### config.mk
export PLATFORM = sky130hd
export DESIGN_NAME = add_sub_cell_bank
export DESIGN_NICKNAME = d
export VERILOG_FILES = /design/src/rtl/add_sub_cell_bank.sv
export SDC_FILE = /design/constraint.sdc
export NUM_CORES = 1
export LEC_CHECK = 0
export CAP_MARGIN = 0
export CORE_UTILIZATION = 36
export CTS_CLUSTER_SIZE = 10
export DETAILED_ROUTE_END_ITERATION = 10
export HOLD_SLACK_MARGIN = 0.12
export PLACE_DENSITY = 0.71
export SLEW_MARGIN = 20
export SYNTH_ARGS = -nofsm -noshare
export SYNTH_HDL_FRONTEND = slang
export SYNTH_SLANG_ARGS = --single-unit
### constraint.sdc
create_clock -name clk -period 2.35 [get_ports clk]
set_input_delay 0.235 -clock clk [delete_from_list [all_inputs] [get_ports clk]]
set_output_delay 0.235 -clock clk [all_outputs]
set_load 0.005 [all_outputs]
### src/rtl/add_sub_cell_bank.sv
// Registered add/sub bank built from 1-bit cells, three ripple paths.
// Optional macro ADD_SUB_XCHECK_EN builds the sticky adder cross-check.
module full_adder (
  input  logic a,
  input  logic b,
  input  logic c,
  output logic s,
  output logic co
);
  assign s  = a ^ b ^ c;
  assign co = (a & b) | (c & (a ^ b));
endmodule

module half_adder (
  input  logic x,
  input  logic y,
  output logic s,
  output logic c
);
  assign s = x ^ y;
  assign c = x & y;
endmodule

module full_adder_using_2half_adder (
  input  logic a,
  input  logic b,
  input  logic c,
  output logic s,
  output logic co
);
  logic p, g, t;

  half_adder u_ha1 (.x(a), .y(b), .s(p), .c(g));
  half_adder u_ha2 (.x(p), .y(c), .s(s), .c(t));

  assign co = g | t;
endmodule

module full_sub (
  input  logic a,
  input  logic b,
  input  logic bi,
  output logic d,
  output logic bo
);
  assign d  = a ^ b ^ bi;
  assign bo = (~a & b) | (~(a ^ b) & bi);
endmodule

module add_sub_cell_bank #(
  parameter int WIDTH = 4
) (
  input  logic             clk,
  input  logic             rst,
  input  logic             in_valid,
  input  logic [WIDTH-1:0] a,
  input  logic [WIDTH-1:0] b,
  input  logic             cin,
  input  logic             bin,
  output logic [WIDTH-1:0] sum1,
  output logic             cout1,
  output logic [WIDTH-1:0] sum2,
  output logic             cout2,
  output logic [WIDTH-1:0] diff,
  output logic             bout,
  output logic             out_valid,
  output logic             mismatch
);
  logic [WIDTH:0]   c1, c2, bw;
  logic [WIDTH-1:0] s1, s2, d;

  assign c1[0] = cin;
  assign c2[0] = cin;
  assign bw[0] = bin;

  for (genvar i = 0; i < WIDTH; i++) begin : g_cell
    full_adder u_fa (
      .a(a[i]), .b(b[i]), .c(c1[i]),
      .s(s1[i]), .co(c1[i+1])
    );
    full_adder_using_2half_adder u_fa2 (
      .a(a[i]), .b(b[i]), .c(c2[i]),
      .s(s2[i]), .co(c2[i+1])
    );
    full_sub u_fs (
      .a(a[i]), .b(b[i]), .bi(bw[i]),
      .d(d[i]), .bo(bw[i+1])
    );
  end

  always_ff @(posedge clk) begin
    if (rst) begin
      sum1      <= '0;
      cout1     <= 1'b0;
      sum2      <= '0;
      cout2     <= 1'b0;
      diff      <= '0;
      bout      <= 1'b0;
      out_valid <= 1'b0;
    end else begin
      out_valid <= in_valid;
      if (in_valid) begin
        sum1  <= s1;
        cout1 <= c1[WIDTH];
        sum2  <= s2;
        cout2 <= c2[WIDTH];
        diff  <= d;
        bout  <= bw[WIDTH];
      end
    end
  end

`ifdef ADD_SUB_XCHECK_EN
  // Sticky: once the two adder structures disagree, hold until reset.
  always_ff @(posedge clk) begin
    if (rst)
      mismatch <= 1'b0;
    else if (in_valid && ({c1[WIDTH], s1} != {c2[WIDTH], s2}))
      mismatch <= 1'b1;
  end
`else
  assign mismatch = 1'b0;
`endif

endmodule

Word level (Yosys, flattened, before mapping)

Index checks and enable logic that the tools add are counted.

Bits in registers: 11
Bits in latches: 0
Bits in writable memories: 0
Memory bits (read-only): 0
Output and inout port bits: 17
Word-level logic and storage cells: 49
Memories kept: 0

Add/subtract/negate cells: 0
Multiply operators: 0
Div/mod/pow operators: 0
$lt $le $gt $ge: 0
Equal/unequal tests: 0
Shift-type cells: 0
Multiplexer cells: 0
Bitwise operators: 44
Reduce and logical (&&, ||, !) cells: 0

Operator list:

| operator          | number |
|---|---|
| AND 1 bit         | 16 |
| bitwise XOR 1 bit | 12 |
| NOT 1 bit         | 8 |
| OR 1 bit          | 8 |

Logic depth before layout (Yosys ltp)

Word-level depth: 10
Mapped depth: 9
Depth with buffers taken out: 9

By module

A second synthesis with hierarchy kept.

Cell total of the unflattened synthesis: 84
Area, all modules: 910.9 um^2

Modules (own cells, without submodules):

| module                       | instances | cells each | area each (um^2) | seq. area each (um^2) |
|---|---|---|---|---|
| add_sub_cell_bank            | 1         | 52         | 580.6            | 320.3 |
| full_sub                     | 4         | 4          | 31.3             | 0.0 |
| half_adder                   | 8         | 1          | 12.5             | 0.0 |
| full_adder                   | 4         | 1          | 20.0             | 0.0 |
| full_adder_using_2half_adder | 4         | 1          | 6.3              | 0.0 |

Worst setup path after synthesis

OpenSTA, ideal clock, no wires.

Path kind: input-to-reg
From: in b[0]
To: reg diff[3]
Library setup time: 0.130 ns
Arrival time: 1.889 ns
Required time: 2.220 ns
Slack: 0.331 ns
Cell stages on the path: 9
Path through: inv_1 -> fa_1 -> inv_1 -> fa_1 -> fa_1 -> inv_1 -> fa_1 -> mux2i_1 -> nor2_1

Word-level cells in the longest chain between the ends: 9

RTL lines:

| what                  | RTL line | source |
|---|---|---|
| start, declared       | 57       | `input logic [WIDTH-1:0] b,` |
| bitwise XOR 1 bit     | 47       | `assign bo = (~a & b) \| (~(a ^ b) & bi);` |
| NOT 1 bit             | 47       |  |
| AND 1 bit             | 47       |  |
| OR 1 bit (*)          | 47       |  |
| AND 1 bit (*)         | 47       |  |
| OR 1 bit (*)          | 47       |  |
| AND 1 bit (*)         | 47       |  |
| OR 1 bit (*)          | 47       |  |
| bitwise XOR 1 bit (*) | 46       | `assign d = a ^ b ^ bi;` |
| net g_cell[3].u_fs.d  | 43       | `output logic d,` |
| end signal, assigned  | 97       | `diff <= '0;` |
| end signal, assigned  | 107      | `diff <= d;` |
| end, declared         | 64       | `output logic [WIDTH-1:0] diff,` |

The timed path passes the listed nets; every way through them passes the cells marked *.
A chain may end at the register's enable or synchronous reset.

Final worst setup path

From: in b[0]
To: reg sum2[3]

Word-level cells in the longest chain between the ends: 8

RTL lines:

| what                  | RTL line | source |
|---|---|---|
| bitwise XOR 1 bit     | 20       | `assign s = x ^ y;` |
| AND 1 bit             | 21       | `assign c = x & y;` |
| OR 1 bit (*)          | 36       | `assign co = g \| t;` |
| AND 1 bit (*)         | 21       |  |
| OR 1 bit (*)          | 36       |  |
| AND 1 bit (*)         | 21       |  |
| OR 1 bit (*)          | 36       |  |
| bitwise XOR 1 bit (*) | 20       |  |
| end signal, assigned  | 95       | `sum2 <= '0;` |
| end signal, assigned  | 105      | `sum2 <= s2;` |
| end, declared         | 62       | `output logic [WIDTH-1:0] sum2,` |

Every way passes the cells marked *; elsewhere a longest branch is shown, timed or not.

==> impl_metrics.sql <==
INSERT INTO impl_metrics (metric_group, metric, value, unit) VALUES
('outcome', 'outcome', 'finished, final reports clean', ''),
('global_routing', 'maximum_number_of_pins_on_one_net_before_global_route_repair', '18', ''),
('global_routing', 'grt.total_usage', '14.4', '%'),
('cts', 'cts.sinks', '11', ''),
('placed_design', 'detailedPlacementHpwl', '933', 'um'),
('setup_path', 'crit_start', 'b[0]', ''),
('placed_design', 'port_buffers', '28', ''),
('drt', 'residual_drc_count', '0', ''),
('sta', 'max_slew_margin', '52.1', '%'),
('drt', 'met3_length', '88', 'um'),
('setup_path', 'critical_path.slowest_cell', 'clkdlybuf4s50_1', ''),
('setup_path', 'cpLargestDelayFamily', 'adder cells', ''),
('synth', 'ys_ff_latch', '11', ''),
('synth', 'synth.net_count', '83', ''),
('cts', 'numCtsBuffers', '3', ''),
('global_routing', 'first_global_vias', '465', ''),
('floorplan', 'rows', '14', ''),
('cts', 'clk_pin_slew_worst_paths', '0.08', 'ns'),
('layout', 'layout.nets', '108', ''),
('setup_path', 'critical_path.most_common_cell', 'fa_1', ''),
('pwr', 'power_per_cell_area', '533', 'nW/um^2'),
('cts', 'cts_setup_buffers', '0', ''),
('synth', 'synth_area_per_cell', '10.5', 'um^2'),
('sta', 'setup_viol_count_final', '0', ''),
('placed_design', 'gp_congestion', '0.686', ''),
('setup_path', 'r2r_start', 'sum2[0]$_SDFFE_PP0P_', ''),
('drt', 'dr_total_vias', '468', ''),
('cts', 'cts_tree', 'built', ''),
('layout', 'fin_cells', '110', ''),
('layout', 'final_common_cell', 'clkdlybuf4s50_1', ''),
('layout', 'antenna-diode-count', '0', ''),
('global_routing', 'antenna_found_initial', '0', ''),
('global_routing', 'first_pass_grt_wire_length', '1.99', 'mm'),
('sta', 'fmaxAchievable', '446', 'MHz'),
('setup_path', 'timing.setup.critical_path_class', 'in -> reg', ''),
('layout', 'most-common-layout-cells', '27 x clkdlybuf4s50_1, 11 x dfxtp_1, 10 x inv_1, 9 x nor2_1, 8 x fa_1', ''),
('min_path', 'holdCritStartpoint', 'a[0]', ''),
('floorplan', 'die_footprint', '1980', 'um^2'),
('sta', 'worst_clock_skew', '0', 'ns'),
('setup_path', 'setup.worst_path.start_class', 'primary input', ''),
('drt', 'first_iter_violations', '4', ''),
('sta', 'min_period', '2.24', 'ns'),
('drt', 'wl_met1', '508', 'um'),
('setup_path', 'longest_individual_stage_delay_on_the_worst_path', '0.43', 'ns'),
('synth', 'synth_seq_area_share', '33.8', '%'),
('setup_path', 'worstPathMaxFanout', '2', ''),
('sta', 'timing.final.max_slew_violations', '0', ''),
('setup_path', 'cp.buffers_inverters', '4', ''),
('job', 'reported_max_cap_violation_count', '0', ''),
('cts', 'insertion_delay', '0.27', 'ns'),
('cts', 'clock-root-buffer', 'clkbuf_4', ''),
('setup_path', 'critPathRequiredTime', '2.55', 'ns'),
('floorplan', 'boundaryPins', '30', ''),
('drt', 'ant_nets', '0', ''),
('min_path', 'worstHoldPathType', 'in -> reg', ''),
('floorplan', 'die_y', '44.5', 'um'),
('cts', 'h-tree-depth', '1', ''),
('global_routing', 'globalRouteOverflowTotal', '0', ''),
('sta', 'grt_setup_unrepaired', 'no', ''),
('floorplan', 'core_ar', '1590', 'um^2'),
('setup_path', 'critical_path.cell_chain', 'clkdlybuf4s50_1, inv_2, fa_1, inv_1, fa_1, fa_1, inv_1, fa_1, a211oi_2', ''),
('drt', 'vias_per_cell', '4.25', ''),
('layout', 'area_growth', '41.2', '%'),
('synth', 'syn-cell-area', '651', 'um^2'),
('drt', 'avgRoutedWirePerCell', '10.9', 'um'),
('pwr', 'max-vdd-ir-drop', '0.286', 'mV'),
('cts', 'ctsLongestPathBuffers', '2', ''),
('placed_design', 'dpl.cell_count', '106', ''),
('drt', 'drt_pass1_iterations', '2', ''),
('synth', 'postSynthCellCount', '62', ''),
('sta', 'period_utilization_post_route', '95.4', '%');
## worst register-to-register path, cell delays in order, from the launching register on
cell      delay (ns)
dfxtp_1         0.35
nor2_1          0.05
a211oi_1        0.23
## layer usage
layer	vias up	global-route usage, %
li1	228	-
met5	-	0
met1	216	16.6
met3	4	4.90
met2	20	22.1
met4	0	10.9
## path summary, 6_finish.rpt
path	end	cells after the start
worst max-delay path	sum2[3]$_SDFFE_PP0P_	9
worst min-delay path	sum2[0]$_SDFFE_PP0P_	4
worst max register to register	sum2[0]$_SDFFE_PP0P_	2
worst min register to register	diff[0]$_SDFFE_PP0P_	2
## state kept, by name, summed over array words and instances, names as in the netlist
name / cells
cout2: 1
out_valid: 1
diff: 4
sum2: 4
bout: 1
## final cells by class
type | count | area [um^2]
clock buffers | 3 | 22.5
inverters | 12 | 45.0
multi-input cells | 30 | 305
well taps | 24 | 30.0
fillers | 143 | 676
flip-flops and latches | 11 | 220
repair buffers | 29 | 290
clock inverters | 1 | 5.00
## repair_timing
item                                   in CTS  in global routing
endpoints found under the hold margin       0                  0
setup endpoints to repair                   0                  2
gates resized for setup                     0                  3
## metrics by stage
stage	setup TNS [ns]	area, um^2	setup slack, ns	util [%]
after global routing	0	918	0.0265	57.6
final	0	918	0.109	57.6
after floorplan	0	651	0.331	-
after global placement	-0.333	888	-0.189	55.7
after detailed placement	-0.519	888	-0.250	55.7
after CTS	0	916	0.0756	57.5
## cell usage after synthesis
cell      count  area share, %
mux2i_1       4            6.2
nor2_1        9            5.2
inv_1        12            6.9
nor2b_1       1           0.96
buf_12        1            3.1
conb_1        1           0.58
dfxtp_1      11             34
fa_1          8             25
a211oi_1      4            4.6
buf_6         1            1.7
nor2_2        1           0.96
a211oi_2      2            3.8
clkbuf_1      1           0.58
buf_4         6            6.9
## logic make-up (layout without fill, tap and decap cells)
group                    count (synthesis)  after routing  share of synthesized area [%]
AO/OA/AOI/OAI                            6              6                           8.46
adder cells (fa/ha/maj)                  8              8                           24.6
buffers and inverters                   21             45                           19.2
flip-flops                              11             11                           33.8
multiplexers                             4              4                           6.15
other                                    1              1                          0.576
AND/OR/NAND/NOR                         11             11                           7.12
## power breakdown
group	switching, W	total, W	internal (W)
Combinational	0.0000557	0.000144	0.0000883
Sequential	0.00000967	0.000213	0.000204
Clock	0.0000691	0.000132	0.0000630
Total	0.000134	0.000489	0.000355
Power figures use the tool's default switching activity.
==> patch (same flow settings) <==
Remove the register `out_valid`: a continuous assignment takes its place, so the output `out_valid` follows one clock earlier.
--- a/src/rtl/add_sub_cell_bank.sv
+++ b/src/rtl/add_sub_cell_bank.sv
@@ -98,5 +98,3 @@
       bout      <= 1'b0;
-      out_valid <= 1'b0;
     end else begin
-      out_valid <= in_valid;
       if (in_valid) begin
@@ -111,2 +109,4 @@
   end
+
+  assign out_valid = in_valid;
 
Check against the original RTL: not equivalent (Yosys sat finds a counterexample within 4 cycles, from zero or initial values and one cycle with rst high).
==> patch against the original RTL <==
The flow now finishes with violations (design-rule violations); total power up 1.3%; worst setup slack worse by 0.019 ns; area after synthesis down 2.1%; cell count down 8.2%; fmax down 0.84%; wire length down 8.2%; final area down 1.9%; first-iteration DRC count up 50%; hold slack better by 0.028 ns; sequential cell count down 1; global-route usage down 0.28 points; highest routed layer unchanged.
==> patch: results <==
group,metric,value,unit
outcome,outcome,"finished with violations",
outcome,violations,"design-rule violations",
worst_hold_path,hold_start,"diff[1]$_SDFFE_PP0P_",
power,p_sw,126.4,uW
clock_network,clk_path_buf_depth,2,
place,gp_congestion,0.6987,
power,power_leakage,0.0003945,uW
logic_synthesis,yosys_warnings,0,
critical_path,worstSetupStartpoint,"a[0]",
global_routing,antenna_found_initial,0,
logic_synthesis,ys_top_cells_by_count,"inv_1, dfxtp_1, nor2_1",
clock_network,cts_buffers,3,
detailed_routing,routed_via_density,4.515,
clock_network,clkSlewWorstSetupHoldPaths,0.06,ns
detailed_routing,wire_per_inst,10.94,um
detailed_routing,first_pass_iters,7,
layout,antenna_cells,0,
logic_synthesis,syn_nets,82,
logic_synthesis,ys_seq_area_share,31.43,%
global_routing,grt_max_degree,17,
logic_synthesis,synth_cell_types,13,
clock_network,cts_root_buffer,"clkbuf_4",
global_routing,track_usage,14.16,%
layout,layout-drive-gt1-share,12.94,%
sta,fin_crit_sh,96.17,%
critical_path,worstPathMaxFanout,2,
logic_synthesis,async_flop_share,0,%
detailed_routing,drc,3,
clock_network,clock_latency,0.27,ns
global_routing,grt_pass1_wl,1876,um
place,place_hpwl,910.5,um
critical_path,max_stage_delay,0.51,ns
critical_path,rr_startpoint,"bout$_SDFFE_PP0P_",
detailed_routing,drt_first_iter_violations,6,
logic_synthesis,synth.top_cells.by_area,"dfxtp_1, fa_1, buf_4",
place,place_area,864.6,um^2
power,vdd_drop_max,0.0003521,V
layout,fin_nets,107,
logic_synthesis,synth_flop_cell,"dfxtp_1",
critical_path,critPathArrivalTime,2.41,ns
clock_network,cts_resized,0,
place,place_ws,-0.2190,ns
logic_synthesis,synth.most_common_cell,"inv_1",
worst_hold_path,hp-class,"flop to flop",
clock_network,post_cts_buffers,0,
place,port_buffers,28,
global_routing,grt_pass1_vias,452,
-- patch: layout make-up --
| class | instances | area, um^2 | area share [%] |
|---|---|---|---|
| inverter | 12 | 45.04 | 5.000 |
| sequential | 10 | 200.2 | 22.22 |
| multi-input combinational | 29 | 304.0 | 33.75 |
| tap | 16 | 20.02 | 2.222 |
| clock buffer | 4 | 36.28 | 4.028 |
| timing repair buffer | 30 | 295.3 | 32.78 |
-- patch: kinds of logic after synthesis --
kind of cell               share of synthesized area, %
AOI/OAI and AO/OA                                 9.431
DFF                                               31.43
buffers and inverters                             20.82
other                                            0.5888
muxes                                             6.287
adders and majority gates                         25.15
and+or+nand+nor                                   6.287
-- patch: worst paths after layout --
| kind | end | slack, ns | depth (start not counted) |
|---|---|---|---|
| setup / recovery | diff[3]$_SDFFE_PP0P_ | 0.09 | 9 |
| hold reg to reg | diff[1]$_SDFFE_PP0P_ | 0.48 | 2 |
| hold / removal | diff[1]$_SDFFE_PP0P_ | 0.48 | 2 |
| setup reg to reg | bout$_SDFFE_PP0P_ | 1.67 | 2 |
-- patch: layer usage --
layer | share of wire, % | track usage [%]
met1 | 38 | 14.74
met2 | 51 | 24.12
met3 | 9.2 | 7.347
met4 | 1.7 | 5.455
met5 | 0 | 0
-- patch: metrics by stage --
stage                     std cells  total power [uW]
final                           101             496.0
after global placement           97             341.5
after global routing            101             527.6
after CTS                       101             504.5
after floorplan                  61             277.2
after detailed placement         97             346.0
-- patch: power groups by stage --
stage	sequential (uW)	combinational, uW	clock, uW
after floorplan	201	76.3	0
final	196	144	156
after global placement	199	142	0
after detailed placement	200	146	0
after CTS	196	147	162
after global routing	198	161	168
-- patch: critical path: cells and delay by family --
family,cells,cell delay (ns)
buffers and inverters,3,0.65
and+or+nand+nor,1,0.05
adders and majority gates,4,1.35
muxes,1,0.14
